[src/rtl/simple_pkg.sv]
// Shared opcode fields, sequencer state encoding and instruction decode for
// the SIMPLE core phase sequencer.
package simple_pkg;

    localparam int PHASES = 5;

    localparam int PH_FETCH = 0;
    localparam int PH_REG   = 1;
    localparam int PH_EXEC  = 2;
    localparam int PH_MEM   = 3;
    localparam int PH_WB    = 4;

    localparam logic [PHASES-1:0] PH_FIRST = 5'b00001;

    localparam logic [1:0] MAJ_LD  = 2'b00;
    localparam logic [1:0] MAJ_ST  = 2'b01;
    localparam logic [1:0] MAJ_BR  = 2'b10;
    localparam logic [1:0] MAJ_ALU = 2'b11;

    localparam logic [3:0] OP_ADD = 4'b0000;
    localparam logic [3:0] OP_SUB = 4'b0001;
    localparam logic [3:0] OP_AND = 4'b0010;
    localparam logic [3:0] OP_OR  = 4'b0011;
    localparam logic [3:0] OP_XOR = 4'b0100;
    localparam logic [3:0] OP_CMP = 4'b0101;
    localparam logic [3:0] OP_MOV = 4'b0110;
    localparam logic [3:0] OP_SLL = 4'b1000;
    localparam logic [3:0] OP_SLR = 4'b1001;
    localparam logic [3:0] OP_SRL = 4'b1010;
    localparam logic [3:0] OP_SRA = 4'b1011;
    localparam logic [3:0] OP_IN  = 4'b1100;
    localparam logic [3:0] OP_OUT = 4'b1101;
    localparam logic [3:0] OP_HLT = 4'b1111;

    localparam logic [2:0] BR_LI   = 3'b000;
    localparam logic [2:0] BR_B    = 3'b100;
    localparam logic [2:0] BR_COND = 3'b111;

    localparam logic [2:0] CC_BE  = 3'b000;
    localparam logic [2:0] CC_BLT = 3'b001;
    localparam logic [2:0] CC_BLE = 3'b010;
    localparam logic [2:0] CC_BNE = 3'b011;

    typedef enum logic [1:0] {
        ST_IDLE      = 2'b00,
        ST_RUN       = 2'b01,
        ST_STOP_PEND = 2'b10,
        ST_HALT      = 2'b11
    } seq_state_e;

    typedef struct packed {
        logic flag_we;
        logic reg_write;
        logic mem_read;
        logic mem_write;
        logic out_en;
        logic mem_to_reg;
        logic alu_src_imm;
        logic branch;
        logic halt;
    } ctrl_t;

    typedef struct packed {
        logic ir_load;
        logic ab_load;
        logic dr_load;
        logic flag_we;
        logic mem_read;
        logic mem_write;
        logic out_en;
        logic reg_write;
        logic mem_to_reg;
        logic alu_src_imm;
        logic pc_load_branch;
        logic pc_inc;
    } strobe_t;

    function automatic logic [PHASES-1:0] rotate_phase(input logic [PHASES-1:0] p);
        return {p[PHASES-2:0], p[PHASES-1]};
    endfunction

    // branch is the resolved (taken) branch, not merely "is a branch"
    function automatic ctrl_t decode(input logic [15:0] ir, input logic [3:0] szcv);
        ctrl_t c;
        logic  s, z, v;
        c = '0;
        s = szcv[3];
        z = szcv[2];
        v = szcv[0];
        case (ir[15:14])
            MAJ_ALU: begin
                case (ir[7:4])
                    OP_ADD, OP_SUB, OP_AND, OP_OR, OP_XOR,
                    OP_SLL, OP_SLR, OP_SRL, OP_SRA: begin
                        c.flag_we   = 1'b1;
                        c.reg_write = 1'b1;
                    end
                    OP_CMP: c.flag_we = 1'b1;
                    OP_MOV: c.reg_write = 1'b1;
                    OP_IN: begin
                        c.mem_read   = 1'b1;
                        c.mem_to_reg = 1'b1;
                        c.reg_write  = 1'b1;
                    end
                    OP_OUT:  c.out_en = 1'b1;
                    OP_HLT:  c.halt = 1'b1;
                    default: ;
                endcase
            end
            MAJ_LD: begin
                c.alu_src_imm = 1'b1;
                c.mem_read    = 1'b1;
                c.mem_to_reg  = 1'b1;
                c.reg_write   = 1'b1;
            end
            MAJ_ST: begin
                c.alu_src_imm = 1'b1;
                c.mem_write   = 1'b1;
            end
            default: begin
                case (ir[13:11])
                    BR_LI: begin
                        c.alu_src_imm = 1'b1;
                        c.reg_write   = 1'b1;
                    end
                    BR_B: c.branch = 1'b1;
                    BR_COND: begin
                        case (ir[10:8])
                            CC_BE:   c.branch = z;
                            CC_BLT:  c.branch = s ^ v;
                            CC_BLE:  c.branch = z | (s ^ v);
                            CC_BNE:  c.branch = ~z;
                            default: c.branch = 1'b0;
                        endcase
                    end
                    default: ;
                endcase
            end
        endcase
        return c;
    endfunction

endpackage

[src/rtl/phase_sequencer_if.sv]
// Sequencer <-> datapath bundle: IR/flags in, phase and control strobes out.
interface phase_sequencer_if;
    import simple_pkg::*;

    logic [15:0]       ir;
    logic [3:0]        szcv;
    logic [PHASES-1:0] p;
    logic              running;
    logic              halted;
    logic              ir_load;
    logic              ab_load;
    logic              dr_load;
    logic              flag_we;
    logic              mem_read;
    logic              mem_write;
    logic              out_en;
    logic              reg_write;
    logic              mem_to_reg;
    logic              alu_src_imm;
    logic              pc_load_branch;
    logic              pc_inc;

    modport master (
        input  ir, szcv,
        output p, running, halted, ir_load, ab_load, dr_load, flag_we,
               mem_read, mem_write, out_en, reg_write, mem_to_reg,
               alu_src_imm, pc_load_branch, pc_inc
    );

    modport slave (
        output ir, szcv,
        input  p, running, halted, ir_load, ab_load, dr_load, flag_we,
               mem_read, mem_write, out_en, reg_write, mem_to_reg,
               alu_src_imm, pc_load_branch, pc_inc
    );
endinterface

[src/rtl/exec_sync.sv]
// Multi-flop synchroniser for the asynchronous exec button plus a
// rising-edge detector producing a one-clock press pulse.
module exec_sync #(
    parameter int SYNC_STAGES = 2
) (
    input  logic clk,
    input  logic rst_n,
    input  logic exec,
    output logic press
);
    logic [SYNC_STAGES-1:0] sync_q;
    logic                   level_q;

    always_ff @(posedge clk or negedge rst_n) begin
        if (!rst_n) begin
            sync_q  <= '0;
            level_q <= 1'b0;
        end else begin
            sync_q  <= {sync_q[SYNC_STAGES-2:0], exec};
            level_q <= sync_q[SYNC_STAGES-1];
        end
    end

    assign press = sync_q[SYNC_STAGES-1] & ~level_q;
endmodule

[src/rtl/phase_sequencer.sv]
// Run/stop controller and five-phase sequencer with registered control strobes.
// Build option SIMPLE_SINGLE_STEP_EN: each press runs exactly one instruction.
//
// state        | meaning
// ST_IDLE      | stopped, p=0 (single-step build: also stepping one instruction)
// ST_RUN       | free-running, p rotates p1..p5
// ST_STOP_PEND | stop requested, finishing current instruction
// ST_HALT      | HLT executed, only rst_n leaves
module phase_sequencer
    import simple_pkg::*;
#(
    parameter int SYNC_STAGES = 2
) (
    input  logic              clk,
    input  logic              rst_n,
    input  logic              exec,
    phase_sequencer_if.master bus
);
    logic              press;
    seq_state_e        state_q, state_nx;
    logic [PHASES-1:0] p_q, p_nx;
    strobe_t           strb_q, strb_d;
    logic              running_q, running_d;
    logic              halted_q, halted_d;
    ctrl_t             dec;
    logic              at_wb;

    exec_sync #(.SYNC_STAGES(SYNC_STAGES)) u_exec_sync (
        .clk   (clk),
        .rst_n (rst_n),
        .exec  (exec),
        .press (press)
    );

    assign dec   = decode(bus.ir, bus.szcv);
    assign at_wb = p_q[PH_WB];

    always_ff @(posedge clk or negedge rst_n) begin
        if (!rst_n) begin
            state_q   <= ST_IDLE;
            p_q       <= '0;
            strb_q    <= '0;
            running_q <= 1'b0;
            halted_q  <= 1'b0;
        end else begin
            state_q   <= state_nx;
            p_q       <= p_nx;
            strb_q    <= strb_d;
            running_q <= running_d;
            halted_q  <= halted_d;
        end
    end

    always_comb begin
        state_nx = state_q;
        p_nx     = '0;
`ifdef SIMPLE_SINGLE_STEP_EN
        case (state_q)
            ST_HALT: state_nx = ST_HALT;
            default: state_nx = (at_wb && dec.halt) ? ST_HALT : ST_IDLE;
        endcase
        if (state_nx == ST_IDLE) begin
            if (p_q == '0) begin
                if (press) p_nx = PH_FIRST;
            end else if (!at_wb) begin
                p_nx = rotate_phase(p_q);
            end
        end
`else
        case (state_q)
            ST_IDLE: if (press) state_nx = ST_RUN;
            ST_RUN: begin
                if (at_wb && dec.halt)
                    state_nx = ST_HALT;
                else if (press)
                    state_nx = at_wb ? ST_IDLE : ST_STOP_PEND;
            end
            ST_STOP_PEND: if (at_wb) state_nx = dec.halt ? ST_HALT : ST_IDLE;
            default: state_nx = ST_HALT;
        endcase
        if (state_nx == ST_RUN || state_nx == ST_STOP_PEND)
            p_nx = (p_q == '0) ? PH_FIRST : rotate_phase(p_q);
`endif
    end

    // SZCV is written at the end of p3, so the value seen while entering p5
    // already equals what the datapath holds during p5.
    always_comb begin
        strb_d                = '0;
        strb_d.ir_load        = p_nx[PH_FETCH];
        strb_d.ab_load        = p_nx[PH_REG];
        strb_d.dr_load        = p_nx[PH_EXEC];
        strb_d.flag_we        = p_nx[PH_EXEC] & dec.flag_we;
        strb_d.alu_src_imm    = p_nx[PH_EXEC] & dec.alu_src_imm;
        strb_d.mem_read       = p_nx[PH_MEM] & dec.mem_read;
        strb_d.mem_write      = p_nx[PH_MEM] & dec.mem_write;
        strb_d.out_en         = p_nx[PH_MEM] & dec.out_en;
        strb_d.reg_write      = p_nx[PH_WB] & dec.reg_write;
        strb_d.mem_to_reg     = p_nx[PH_WB] & dec.mem_to_reg;
        strb_d.pc_load_branch = p_nx[PH_WB] & dec.branch;
        strb_d.pc_inc         = p_nx[PH_WB] & ~dec.branch & ~dec.halt;
        running_d             = |p_nx;
        halted_d              = (state_nx == ST_HALT);
    end

    assign bus.p              = p_q;
    assign bus.running        = running_q;
    assign bus.halted         = halted_q;
    assign bus.ir_load        = strb_q.ir_load;
    assign bus.ab_load        = strb_q.ab_load;
    assign bus.dr_load        = strb_q.dr_load;
    assign bus.flag_we        = strb_q.flag_we;
    assign bus.mem_read       = strb_q.mem_read;
    assign bus.mem_write      = strb_q.mem_write;
    assign bus.out_en         = strb_q.out_en;
    assign bus.reg_write      = strb_q.reg_write;
    assign bus.mem_to_reg     = strb_q.mem_to_reg;
    assign bus.alu_src_imm    = strb_q.alu_src_imm;
    assign bus.pc_load_branch = strb_q.pc_load_branch;
    assign bus.pc_inc         = strb_q.pc_inc;
endmodule

[src/flat_wrapper.sv]
// flat-port wrapper written by rule: the top's interface ports become plain ports
module phase_sequencer_flat import simple_pkg::*;
#(
    parameter int SYNC_STAGES = 2
)
  (clk, rst_n, exec, bus_ir, bus_szcv, bus_p, bus_running, bus_halted, bus_ir_load, bus_ab_load, bus_dr_load, bus_flag_we, bus_mem_read, bus_mem_write, bus_out_en, bus_reg_write, bus_mem_to_reg, bus_alu_src_imm, bus_pc_load_branch, bus_pc_inc);
  phase_sequencer_if bus_i ();
  input  logic clk;
  input  logic rst_n;
  input  logic exec;
  input wire logic [$bits(bus_i.ir)-1:0] bus_ir;
  input wire logic [$bits(bus_i.szcv)-1:0] bus_szcv;
  output wire logic [$bits(bus_i.p)-1:0] bus_p;
  output wire logic [$bits(bus_i.running)-1:0] bus_running;
  output wire logic [$bits(bus_i.halted)-1:0] bus_halted;
  output wire logic [$bits(bus_i.ir_load)-1:0] bus_ir_load;
  output wire logic [$bits(bus_i.ab_load)-1:0] bus_ab_load;
  output wire logic [$bits(bus_i.dr_load)-1:0] bus_dr_load;
  output wire logic [$bits(bus_i.flag_we)-1:0] bus_flag_we;
  output wire logic [$bits(bus_i.mem_read)-1:0] bus_mem_read;
  output wire logic [$bits(bus_i.mem_write)-1:0] bus_mem_write;
  output wire logic [$bits(bus_i.out_en)-1:0] bus_out_en;
  output wire logic [$bits(bus_i.reg_write)-1:0] bus_reg_write;
  output wire logic [$bits(bus_i.mem_to_reg)-1:0] bus_mem_to_reg;
  output wire logic [$bits(bus_i.alu_src_imm)-1:0] bus_alu_src_imm;
  output wire logic [$bits(bus_i.pc_load_branch)-1:0] bus_pc_load_branch;
  output wire logic [$bits(bus_i.pc_inc)-1:0] bus_pc_inc;
  assign bus_i.ir = bus_ir;
  assign bus_i.szcv = bus_szcv;
  assign bus_p = bus_i.p;
  assign bus_running = bus_i.running;
  assign bus_halted = bus_i.halted;
  assign bus_ir_load = bus_i.ir_load;
  assign bus_ab_load = bus_i.ab_load;
  assign bus_dr_load = bus_i.dr_load;
  assign bus_flag_we = bus_i.flag_we;
  assign bus_mem_read = bus_i.mem_read;
  assign bus_mem_write = bus_i.mem_write;
  assign bus_out_en = bus_i.out_en;
  assign bus_reg_write = bus_i.reg_write;
  assign bus_mem_to_reg = bus_i.mem_to_reg;
  assign bus_alu_src_imm = bus_i.alu_src_imm;
  assign bus_pc_load_branch = bus_i.pc_load_branch;
  assign bus_pc_inc = bus_i.pc_inc;
  phase_sequencer #(.SYNC_STAGES(SYNC_STAGES)) u_core (.clk(clk), .rst_n(rst_n), .exec(exec), .bus(bus_i));
endmodule
[config.mk]
export PLATFORM = sky130hd
export DESIGN_NAME = phase_sequencer_flat
export DESIGN_NICKNAME = d
export VERILOG_FILES = /design/src/rtl/simple_pkg.sv /design/src/rtl/phase_sequencer_if.sv /design/src/rtl/exec_sync.sv /design/src/rtl/phase_sequencer.sv /design/src/flat_wrapper.sv
export SDC_FILE = /design/constraint.sdc
export NUM_CORES = 1
export LEC_CHECK = 0
export ABC_AREA = 1
export BUFFER_PORTS_ARGS = -buffer_cell sky130_fd_sc_hd__buf_2
export CAP_MARGIN = 20
export CORE_MARGIN = 4
export CORE_UTILIZATION = 40
export DETAILED_ROUTE_END_ITERATION = 16
export GPL_TIMING_DRIVEN = 0
export PLACE_DENSITY = 0.8
export SYNTH_ARGS = -nofsm -noshare
export SYNTH_HDL_FRONTEND = slang
export SYNTH_HIERARCHICAL = 1
export SYNTH_SLANG_ARGS = --single-unit
export TNS_END_PERCENT = 10
[constraint.sdc]
create_clock -name clk -period 1.7 [get_ports clk]
set_input_delay 0.34 -clock clk [delete_from_list [all_inputs] [get_ports clk]]
set_output_delay 0.34 -clock clk [all_outputs]
set_load 0.02 [all_outputs]
# Word-level counts from Yosys, hierarchy flattened
# Index checks and enable logic that the tools add are counted.
[word_totals] elab_cells=98 output_inout_bits=19 regBits=24 input_bits=23
[op_classes] n_eq_ne=25 bitwise_logic=17 n_mux=25 n_reduce_logical=13
[ops] operator="$eq A4 B4 Y1 const B" n=7
[ops] operator="$eq A4 B3 Y1 const B" n=3
[ops] operator="$mux W2" n=6
[ops] operator="$and A1 B1 Y1" n=11
[ops] operator="$mux W1" n=11
[ops] operator="$reduce_or A11 Y1" n=1
[ops] operator="$mux W5" n=2
[ops] operator="$reduce_or A10 Y1" n=1
[ops] operator="$eq A2 B2 Y1 const B" n=4
[ops] operator="$eq A4 B2 Y1 const B" n=2
[ops] operator="$eq A2 B1 Y1 const B" n=3
[ops] operator="$eq A3 B2 Y1 const B" n=2
[ops] operator="$eq A3 B3 Y1 const B" n=2
[ops] operator="$logic_not A3 Y1" n=2
[ops] operator="$pmux W1 S2" n=3
[ops] operator="$pmux W2 S3" n=1
[ops] operator="$logic_not A5 Y1" n=1
[ops] operator="$reduce_or A5 Y1" n=1
[ops] operator="$eq A4 B1 Y1 const B" n=1
[ops] operator="$logic_not A2 Y1" n=2
[ops] operator="$logic_not A4 Y1" n=1
[ops] operator="$not A1 Y1" n=4
[ops] operator="$pmux W1 S4" n=1
[ops] operator="$eq A3 B1 Y1 const B" n=1
[ops] operator="7 further kinds" n=7

# Depth between registers and ports, before layout
# Gate-level depths: netlist of run 1.
[depth] ltp_word=11 ltp_mapped=10 depth_no_buf=10

# Modules after synthesis
# The synthesis of run 1 kept the hierarchy.
[by_module_without_submodules] module="phase_sequencer" instances=1 cells_each=100 seq_area_each_um2=450.4 area_each_um2=874.6
[by_module_without_submodules] module="exec_sync" instances=1 cells_each=5 seq_area_each_um2=75.1 area_each_um2=85.1

# Least setup slack after synthesis of run 1
# OpenSTA, ideal clock, no wires.
[synth_path] path_kind="input to register" startpoint="input port bus_ir[14]" endpoint="register u_core.strb_q, in the netlist u_core/bus.pc_inc" required_time_ps=1627 arrival_time_ps=1581 cell_stages=10 setup_ps=73 slack_ps=46 path_buffers=0 cell_sequence="ha_1 -> nand3_1 -> nor2_1 -> nand2_1 -> a31oi_1 -> ha_1 -> nand2_1 -> inv_1 -> o21ai_0 -> a21oi_2"
[synth_lines] item="from (decl)" line_no="flat_wrapper.sv:11" rtl="input wire logic [$bits(bus_i.ir)-1:0] bus_ir;"
[synth_lines] item="to (signal assigned)" line_no="phase_sequencer.sv:48" rtl="strb_q <= strb_d;"
[synth_lines] item="to (decl)" line_no="phase_sequencer.sv:22" rtl="strobe_t strb_q, strb_d;"

==> results of run 1 <==
## placed cells by master (no fill, tap or decap), types with 2 or more instances in the layout
master and count:
buf_2 36, buf_4 4, clkbuf_1 2, clkbuf_4 3, dfrtp_1 21, ha_1 4, inv_1 16, inv_2 3
nand2_1 23, nand2_2 2, nand3_1 2, nor2_1 11, o21ai_1 3
## power by group through the flow
stage	clock (uW)	combinational, uW	sequential (uW)
finish	219	82.5	504
CTS	233	82.9	504
global placement	0	75.8	514
floorplan	0	37.7	514
detailed placement	0	81.0	514
global route	258	95.6	505
## critical path, cell delays in order
cell,delay [ps]
buf_2,100
ha_1,160
nand3_1,160
nor2_1,160
nand2_1,130
a31oi_2,250
ha_4,260
nand2_2,90
inv_2,40
o21ai_0,90
a21oi_2,40
## worst max-delay path by stage
| stage | end |
|---|---|
| floorplan | u_core/bus.pc_inc |
| global placement | u_core/bus.pc_inc |
| detailed placement | u_core/bus.pc_inc |
| CTS | u_core/bus.pc_inc |
| global route | u_core/bus.pc_inc |
| finish | u_core/bus.pc_inc |
## area by class of cell
type	instances	share of cell area, %
buffer	4	2.11
clock buffer	4	2.11
inverter	19	5.73
multi-input combinational	61	29.1
sequential	21	42.3
tap	28	2.82
timing repair buffer	38	15.9
## Yosys cell counts
library cell,number
a211oi_1,1
a21oi_2,1
a31oi_1,2
buf_4,3
clkbuf_1,1
dfrtp_1,21
ha_1,5
inv_1,17
inv_2,2
nand2_1,24
nand2_2,1
nand3_1,2
nor2_1,11
nor2_2,1
nor2_4,1
nor3_1,1
nor4_1,1
nor4_2,1
o21a_1,1
o21ai_0,2
o21ai_1,3
o21bai_1,1
o31ai_1,1
xor2_1,1
## repair_timing
action | 4_1_cts | 5_1_grt
hold endpoints to repair | 21 | 0
pin swaps | 1 | 1
setup buffers | 0 | 1
gates resized for setup | 0 | 6
hold buffers | 1 | 0
setup endpoints to repair | 1 | 4
## cell families (layout without fill, tap and decap cells)
kind of cell / after synthesis / count (layout)
flip-flops: 21 / 21
buffers and inverters: 23 / 65
XOR/XNOR: 1 / 1
adder cells (fa/ha/maj): 5 / 5
AND/OR/NAND/NOR: 43 / 43
AO/OA/AOI/OAI: 12 / 12
## per-stage QoR
stage | utilization [%] | hold slack [ps] | TNS [ps]
after floorplan | - | 44.4 | 0
after global placement | 52.1 | 299 | -1950
after detailed placement | 52.1 | 310 | -2430
after CTS | 53.7 | 137 | 0
after global routing | 55.2 | 122 | -169
final | 55.2 | 155 | 0
## metal layers
layer,part of all wire [%],global-route usage [%]
met3,8.0,2.94
met1,43,13.8
met5,0,0
met4,0,6.29
met2,49,22.0
==> metrics.cfg, run 1 <==
[run_status]
status = finished, final reports clean

[synth]
synth_top_area_cell = dfrtp_1
synth_top_area_share_pct = 54.8
synth-compound-area-share_pct = 7.95
syn_area_um2 = 960
ys_warn_count = 6
synth_xor_area_share_pct = 0.913
ys_seq_elements = 21
yosysSeqAreaShare_pct = 54.8
synth_fa_ha_area_share_pct = 6.52
synth_area_leaders = dfrtp_1 55%, nand2_1 9.4%, inv_1 6.6%
muxShareOfSynthArea_pct = 0
netlist_instances = 105
yosys.area_share.simple_pct = 19.7
avgSynthCellArea_um2 = 9.14
synth_top_family_by_area = simple AND/OR/NAND/NOR gates
synth.distinct_cells = 24
syn_nets = 133

[worst_setup_path]
rr_worst_depth = 8
startpoint = bus_ir[14]
crit_fanout = 6
crit_required_ps = 1880
r2r-start = u_core/u_exec_sync/sync_q[1]
crit_type = input port to flop
cp-end-kind = flop
worstSetupStartpointType = input port
ff2ff_setup_slack_ps = 90
arrival_ps = 1840
reg2reg_to = u_core/bus.out_en

[global_route]
globalRoute.totalOverflow = 0
grt_pass1_wl_um = 3230
grt_antenna_before_repair = 0
grt_start_max_net_pins = 22
grt_pass1_vias = 841
track_usage_pct = 12.4

[die]
die-area_um2 = 3250
pin_count = 42
num_rows = 17
core-area_um2 = 2250
die_y_um = 57.0
die_x_um = 57.0
initial_core_util_pct = 42.6

[placed_design]
port_buffers = 36
routabilityCongestion = 0.876
post-dp-hpwl_um = 1580
pre_cts_ws_ps = -305
place_area_um2 = 1170
dp_cells = 169

[clock_tree]
clock_tree.buffer_depth = 2
clk-insertion-delay-late_ps = 290
cts.reportedPaths.clkPinSlew_ps = 100
cts_tree = done
htreeDepth = 1
cts_buffers = 3
cts.sinks = 21
cts-root-buf = clkbuf_4

[power]
peakVddDrop_mv = 0.385
pwr-share-comb_pct = 10.2
p_seq_share_pct = 62.6
switchingPower_uw = 179
p_per_area_nw_per_um2 = 648
power_uw = 806
p_leak_uw = 0.000721
p_clk_share_pct = 27.2
switching_share_pct = 22.2
p_int_uw = 627

[timing]
setup_ws_ps = 41.5
final.min_clock_period_ps = 1660
worst_slew_pin_slew_ps = 440
fmax_mhz = 603
setup-violations-final = 0
finClkSkew_ps = 4.36
relSlewSlack_pct = 70.7
fin_crit_sh_pct = 97.6
drv_slew = 0
hold_viol = 0

[worst_hold_path]
hp-class = input port to flop
hold_path_depth = 1
hold_path_startpoint = exec
holdPathEnd = u_core/u_exec_sync/sync_q[0]

[detailed_routing]
wl_um = 1980
dr.pass1.iters = 4
drt_iter0_drc = 20
wire_per_inst_um = 11.3
ant_nets = 0
vias = 778
route.detailed.drc = 0
post_drt_via_cell_ratio = 4.45

[finish]
fin_cells = 175
final_area_um2 = 1240
layout.nets = 176
largest_reg_flops = 5
seq_area_um2 = 526
multi_input_comb_area_um2 = 362
nFillCells = 220
diodes = 0
layout-drive-gt1-share_pct = 37.4
areaGrowthSynthToFinish_pct = 29.6

[run]
cap_viol_max_count = 0

No activity file was read; power rests on OpenSTA's default activity.
==> inputs of run 2 (changes only) <==
--- a/config.mk
+++ b/config.mk
@@ -12,7 +12,7 @@
 export CORE_UTILIZATION = 40
 export DETAILED_ROUTE_END_ITERATION = 16
 export GPL_TIMING_DRIVEN = 0
-export PLACE_DENSITY = 0.8
+export PLACE_DENSITY = 0.67
 export SYNTH_ARGS = -nofsm -noshare
 export SYNTH_HDL_FRONTEND = slang
 export SYNTH_HIERARCHICAL = 1
==> run 2 against run 1 <==
  * Sequential power barely moved
  * Worst hold slack improved by 1.7 ps
  * Final area rose by 3.4%
  * Critical endpoint is now u_core/bus.out_en
==> metrics.cfg, run 2 (same netlist as run 1, synthesis figures left out) <==
[placed_design]
pre_cts_ws_ps = -363  ; was -305 ps
post-dp-hpwl_um = 1490  ; was 1580 um
place_area_um2 = 1170  ; unchanged
dp_cells = 169  ; unchanged
routabilityCongestion = 0.807  ; was 0.876
port_buffers = 36  ; unchanged

[die]
num_rows = 17  ; unchanged
die_x_um = 57.0  ; unchanged
core-area_um2 = 2250  ; unchanged
die_y_um = 57.0  ; unchanged
pin_count = 42  ; unchanged
initial_core_util_pct = 42.6  ; unchanged
die-area_um2 = 3250  ; unchanged

[finish]
areaGrowthSynthToFinish_pct = 34.0  ; was 29.6%
final_area_um2 = 1290  ; was 1240 um2
fin_cells = 177  ; was 175
diodes = 0  ; unchanged
mostFrequentLayoutCells = 36 x buf_2, 22 x nand2_1, 21 x dfrtp_1  ; was 36 x buf_2, 23 x nand2_1, 21 x dfrtp_1
utilization_pct = 57.0  ; was 55.2%
seq_area_um2 = 526  ; unchanged
layout.nets = 178  ; was 176
multi_input_comb_area_um2 = 389  ; was 362 um2
mostFrequentLayoutCell = buf_2  ; unchanged
largest_reg_flops = 5  ; unchanged
layout-drive-gt1-share_pct = 39.6  ; was 37.4%
nFillCells = 222  ; was 220

[worst_setup_path]
cp-end-kind = flop  ; unchanged
crit_required_ps = 1890  ; was 1880 ps
critPathTopFamily = simple AND/OR/NAND/NOR gates  ; unchanged
arrival_ps = 1870  ; was 1840 ps
crit_type = flop to flop  ; was input port to flop
worstSetupStartpointType = flop  ; was input port
path_cells = inv_1 > nor2_2 > nand2_1 > xor2_1 > o21ai_2 > ha_4 > nand2_2 > nor4_4  ; was buf_2 > ha_1 > nand3_1 > nor2_1 > nand2_1 > a31oi_2 > ha_4 > nand2_2 > inv_2 > o21ai_0 > a21oi_2
cp_slowest_cell = dfrtp_1  ; was ha_4
max_stage_delay_ps = 360  ; was 260 ps
crit_fanout = 4  ; was 6
crit_buf_inv = 1  ; was 2

[detailed_routing]
wire_per_inst_um = 10.8  ; was 11.3 um
route.met3.wl_um = 135  ; was 158 um
dr.pass1.iters = 6  ; was 4
route.detailed.drc = 0  ; unchanged
wl_um = 1910  ; was 1980 um
vias = 806  ; was 778
post_drt_via_cell_ratio = 4.55  ; was 4.45
route.met2.wl_um = 1020  ; was 967 um
ant_nets = 0  ; unchanged
wl_met1_um = 754  ; was 850 um
drt_iter0_drc = 7  ; was 20
top_layer = met3  ; unchanged

[timing]
hold_viol = 0  ; unchanged
worst_slew_pin_slew_ps = 441  ; was 440 ps
setup_ws_ps = 24.7  ; was 41.5 ps
relSlewSlack_pct = 70.6  ; was 70.7%
fmax_mhz = 597  ; was 603 MHz
finClkSkew_ps = 4.39  ; was 4.36 ps
drv_slew = 0  ; unchanged
hold_ws_ps = 156  ; was 155 ps
setup-violations-final = 0  ; unchanged
fin_crit_sh_pct = 98.5  ; was 97.6%
final.min_clock_period_ps = 1680  ; was 1660 ps

[global_route]
grt_start_max_net_pins = 22  ; unchanged
grt_pass1_vias = 803  ; was 841
grt_pass1_wl_um = 3180  ; was 3230 um
track_usage_pct = 11.9  ; was 12.4%
grt_antenna_before_repair = 0  ; unchanged
globalRoute.totalOverflow = 0  ; unchanged

[power]
switching_share_pct = 22.0  ; was 22.2%
p_seq_share_pct = 62.7  ; was 62.6%
p_int_uw = 627  ; about the same
p_leak_uw = 0.000741  ; was 0.000721 uW
pwr-share-comb_pct = 10.4  ; was 10.2%
p_clk_share_pct = 26.9  ; was 27.2%
switchingPower_uw = 176  ; was 179 uW
p_per_area_nw_per_um2 = 625  ; was 648 nW/um2
peakVddDrop_mv = 0.254  ; was 0.385 mV

[run_status]
status = finished, final reports clean  ; unchanged

[clock_tree]
clk-insertion-delay-late_ps = 280  ; was 290 ps
cts_tree = done  ; unchanged
cts.sinks = 21  ; unchanged
cts.reportedPaths.clkPinSlew_ps = 100  ; about the same
clock_tree.buffer_depth = 2  ; unchanged
cts_buffers = 3  ; unchanged
cts-root-buf = clkbuf_4  ; unchanged
htreeDepth = 1  ; unchanged

[run]
cap_viol_max_count = 0  ; unchanged

[worst_hold_path]
hp-class = input port to flop  ; unchanged

-- run 2: area by class of cell --
class	instances	area share, %
Sequential cell	21	40.9
Inverter	19	5.54
Clock buffer	4	2.04
Buffer	4	2.04
Multi-Input combinational cell	61	30.3
Tap cell	28	2.72
Timing Repair Buffer	40	16.5
-- run 2: final timing paths --
kind	startpoint	to	slack, ps	cells past startpoint
min in group asynchronous	rst_n	u_core/bus.halted	520	2
min	exec	u_core/u_exec_sync/sync_q[0]	160	1
max in group asynchronous	rst_n	u_core/state_q[0]	870	2
max	u_core/u_exec_sync/sync_q[1]	u_core/bus.out_en	20	8
min reg2reg	u_core/u_exec_sync/sync_q[0]	u_core/u_exec_sync/sync_q[1]	360	0
max reg2reg	u_core/u_exec_sync/sync_q[1]	u_core/bus.out_en	20	8
-- run 2: stage by stage --
stage,TNS [ps],power (uW)
finish,0,803
global route,-107,862
CTS,0,818
detailed placement,-2900,593
global placement,-2050,589
floorplan,0,552
-- run 2: power by group through the flow --
stage	registers, uW	logic, uW	clock network [uW]
after detailed placement	514	78.6	0
final	504	83.2	216
after floorplan	514	37.7	0
after global placement	514	75.5	0
after global routing	505	96.6	261
after CTS	504	80.7	233
-- run 2: metal layers --
metal | vias to the layer above | global-route usage [%]
met1 | 373 | 14.6
met4 | 0 | 3.64
li1 | 411 | -
met3 | 0 | 2.71
met2 | 22 | 20.9
met5 | - | 0
-- run 2: what timing repair did --
item	CTS	global route
endpoints found under the setup margin	1	6
pin swaps	1	4
buffers inserted	2	1
gates resized for setup	1	10
gates cloned	0	0
hold endpoints to repair	21	0
hold buffers	1	0
==> inputs of run 3 (changes only) <==
--- a/config.mk
+++ b/config.mk
@@ -5,14 +5,14 @@
 export SDC_FILE = /design/constraint.sdc
 export NUM_CORES = 1
 export LEC_CHECK = 0
-export ABC_AREA = 1
+export ABC_AREA = 0
 export BUFFER_PORTS_ARGS = -buffer_cell sky130_fd_sc_hd__buf_2
 export CAP_MARGIN = 20
 export CORE_MARGIN = 4
 export CORE_UTILIZATION = 40
 export DETAILED_ROUTE_END_ITERATION = 16
 export GPL_TIMING_DRIVEN = 0
-export PLACE_DENSITY = 0.67
+export PLACE_DENSITY = 0.68
 export SYNTH_ARGS = -nofsm -noshare
 export SYNTH_HDL_FRONTEND = slang
 export SYNTH_HIERARCHICAL = 1
==> run 3 against run 2 <==
  * Worst hold slack lost 9.1 ps
  * Synthesized area shrank 3.7%
  * Power grew 96%
  * Sequential share of layout area grew 1.7 points
  * Final cell count shrank 15%
  * Maximum frequency grew 2.3%
  * Final area shrank 3.7%
  * Highest routed layer is now met4
==> metrics.cfg, run 3 <==
[global_route]
globalRoute.totalOverflow = 0  ; unchanged
grt_pass1_vias = 710  ; was 803
grt_start_max_net_pins = 22  ; unchanged
grt_antenna_before_repair = 0  ; unchanged
grt_pass1_wl_um = 2950  ; was 3180 um
track_usage_pct = 11.5  ; was 11.9%

[worst_setup_path]
critPathTopFamily = simple AND/OR/NAND/NOR gates  ; unchanged
r2r-start = u_core/u_exec_sync/sync_q[1]  ; unchanged
path_cells = buf_2 > ha_2 > nand3_2 > o21ai_2 > a21oi_1 > nor2_2 > ha_4 > and2_4 > and3_1  ; was inv_1 > nor2_2 > nand2_1 > xor2_1 > o21ai_2 > ha_4 > nand2_2 > nor4_4
max_stage_delay_ps = 250  ; was 360 ps
worstSetupStartpointType = input port  ; was flop
startpoint = bus_ir[14]  ; was u_core/u_exec_sync/sync_q[1]
cp-end-kind = flop  ; unchanged
crit_buf_inv = 1  ; unchanged
crit_fanout = 7  ; was 4
crit_required_ps = 1890  ; about the same
arrival_ps = 1830  ; was 1870 ps
crit_type = input port to flop  ; was flop to flop
cp_slowest_cell = ha_4  ; was dfrtp_1

[die]
pin_count = 42  ; unchanged
num_rows = 17  ; unchanged
initial_core_util_pct = 41.8  ; was 42.6%
die-area_um2 = 3140  ; was 3250 um2
die_x_um = 56.1  ; was 57.0 um
die_y_um = 56.1  ; was 57.0 um
core-area_um2 = 2210  ; was 2250 um2

[clock_tree]
cts.reportedPaths.clkPinSlew_ps = 110  ; was 100 ps
clock_tree.buffer_depth = 2  ; unchanged
cts_tree = done  ; unchanged
clk-insertion-delay-late_ps = 290  ; was 280 ps
cts_buffers = 3  ; unchanged
cts.sinks = 21  ; unchanged
cts-root-buf = clkbuf_4  ; unchanged
post-cts-setup-buffers = 0  ; was 2
htreeDepth = 1  ; unchanged

[power]
p_leak_uw = 0.000659  ; was 0.000741 uW
peakVddDrop_mv = 0.801  ; was 0.254 mV
p_per_area_nw_per_um2 = 1270  ; was 625 nW/um2

[timing]
fmax_mhz = 611  ; was 597 MHz
hold_viol = 0  ; unchanged
drv_slew = 0  ; unchanged
relSlewSlack_pct = 70.9  ; was 70.6%
rsz0062_at_grt = false
finClkSkew_ps = 4.81  ; was 4.39 ps
setup-violations-final = 0  ; unchanged
fin_crit_sh_pct = 96.3  ; was 98.5%
worst_slew_pin_slew_ps = 436  ; was 441 ps
setup_ws_ps = 62.1  ; was 24.7 ps
final.min_clock_period_ps = 1640  ; was 1680 ps
hold_ws_ps = 147  ; was 156 ps

[finish]
multi_input_comb_area_um2 = 419  ; was 389 um2
mostFrequentLayoutCell = buf_2  ; unchanged
mostFrequentLayoutCells = 36 x buf_2, 20 x dfrtp_1, 4 x inv_1  ; was 36 x buf_2, 22 x nand2_1, 21 x dfrtp_1
diodes = 0  ; unchanged
seq_area_um2 = 527  ; was 526 um2
largest_reg_flops = 5  ; unchanged
layout-drive-gt1-share_pct = 50.8  ; was 39.6%
areaGrowthSynthToFinish_pct = 34.0  ; about the same
layout.nets = 151  ; was 178
nFillCells = 201  ; was 222

[placed_design]
port_buffers = 36  ; unchanged
post-dp-hpwl_um = 1470  ; was 1490 um
pre_cts_ws_ps = -329  ; was -363 ps
routabilityCongestion = 0.685  ; was 0.807

[synth]
synth.distinct_cells = 31  ; was 24
netlist_instances = 81  ; was 105
synthArstFlopShare_pct = 100  ; unchanged
synth_top_area_cell = dfrtp_1  ; unchanged
synth_top_area_share_pct = 56.8  ; was 54.8%
syn_nets = 109  ; was 133
yosysMostFrequentCell = dfrtp_1  ; was nand2_1
avgSynthCellArea_um2 = 11.4  ; was 9.14 um2
yosysSeqAreaShare_pct = 56.8  ; was 54.8%
syn_area_um2 = 925  ; was 960 um2
ys_warn_count = 6  ; unchanged
synth-edff-count = 0  ; unchanged
ys_dominant_reg_cell = dfrtp_1  ; unchanged
yosys-top-cells-count = 21 x dfrtp_1, 6 x nor2_1, 5 x ha_1, 5 x nand2_1  ; was 24 x nand2_1, 21 x dfrtp_1, 17 x inv_1
synth_area_leaders = dfrtp_1 57%, ha_1 6.8%, buf_4 2.4%  ; was dfrtp_1 55%, nand2_1 9.4%, inv_1 6.6%
ys_seq_elements = 21  ; unchanged

[detailed_routing]
route.detailed.drc = 0  ; unchanged
top_layer = met4  ; was met3
dr.pass1.iters = 4  ; was 6
route.met2.wl_um = 932  ; was 1020 um
wire_per_inst_um = 12.1  ; was 10.8 um
route.met3.wl_um = 112  ; was 135 um
wl_met1_um = 749  ; was 754 um
post_drt_via_cell_ratio = 4.91  ; was 4.55
wl_um = 1810  ; was 1910 um
ant_nets = 0  ; unchanged
vias = 737  ; was 806
drt_iter0_drc = 13  ; was 7

[run_status]
status = finished, final reports clean  ; unchanged

[worst_hold_path]
hold_path_startpoint = exec  ; unchanged
hp-class = input port to flop  ; unchanged

[run]
cap_viol_max_count = 0  ; unchanged

## run 3: cell count changes after synthesis, moves of 2 or more
cell	change
nor3_1	+3
a21o_1	+2
inv_2	-2
a31oi_1	-2
nand2_1	-19
a21oi_1	+2
and2_1	+3
nor2_1	-5
inv_1	-13
and3_1	+2
nand3b_1	+3
## run 3: final timing paths
kind	endpoint	slack (ps)	cells after the start
setup / recovery	u_core/bus.flag_we	60	9
hold / removal	u_core/u_exec_sync/sync_q[0]	150	1
setup reg to reg	u_core/bus.out_en	70	7
hold reg to reg	u_core/u_exec_sync/sync_q[1]	360	0
max in group asynchronous	u_core/bus.p[4]	860	2
min in group asynchronous	u_core/u_exec_sync/sync_q[1]	510	2
## run 3: cell families after synthesis
group / synth area share, %
xor gates and xnor gates: 0.947
DFF: 56.8
buffers and inverters: 4.46
and+or+nand+nor: 20.0
adders and majority gates: 6.77
AOI/OAI and AO/OA: 11.0
## run 3: power breakdown
group          leakage [uW]  switching, uW  internal (uW)  total (uW)
clock network     0.0000150            134           91.0         225
logic              0.000371            374            299         673
registers          0.000272           76.8            601         678
total              0.000659            585            992        1580
## run 3: cell type report
| type | instances | area share, % |
|---|---|---|
| Timing Repair Buffer | 37 | 15.4 |
| Sequential cell | 21 | 42.5 |
| Inverter | 4 | 1.21 |
| Tap cell | 28 | 2.83 |
| Clock buffer | 4 | 2.12 |
| Multi-Input combinational cell | 52 | 33.8 |
| Buffer | 4 | 2.12 |
## run 3: timing repair
item	CTS	global route
resized for setup	3	6
hold buffers	1	0
endpoints found under the setup margin	6	4
hold endpoints to repair	21	0
pin swaps	1	0
## run 3: metal layers
layer  up-vias  track usage (%)
met1       362             13.7
li1        355                -
met3         2             2.32
met2        18             19.7
met4         0             5.08
met5         -                0
## run 3: metrics by stage
step / area, um2 / setup TNS, ps / total power (uW) / std cells / util, %
finish: 1240 / 0 / 1580 / 150 / 56.0
floorplan: 946 / 0 / 1070 / 81 / -
global route: 1240 / 0 / 1680 / 150 / 56.0
detailed placement: 1160 / -3030 / 1270 / 145 / 52.5
global placement: 1160 / -2660 / 1250 / 145 / 52.5
CTS: 1220 / 0 / 1560 / 150 / 55.1
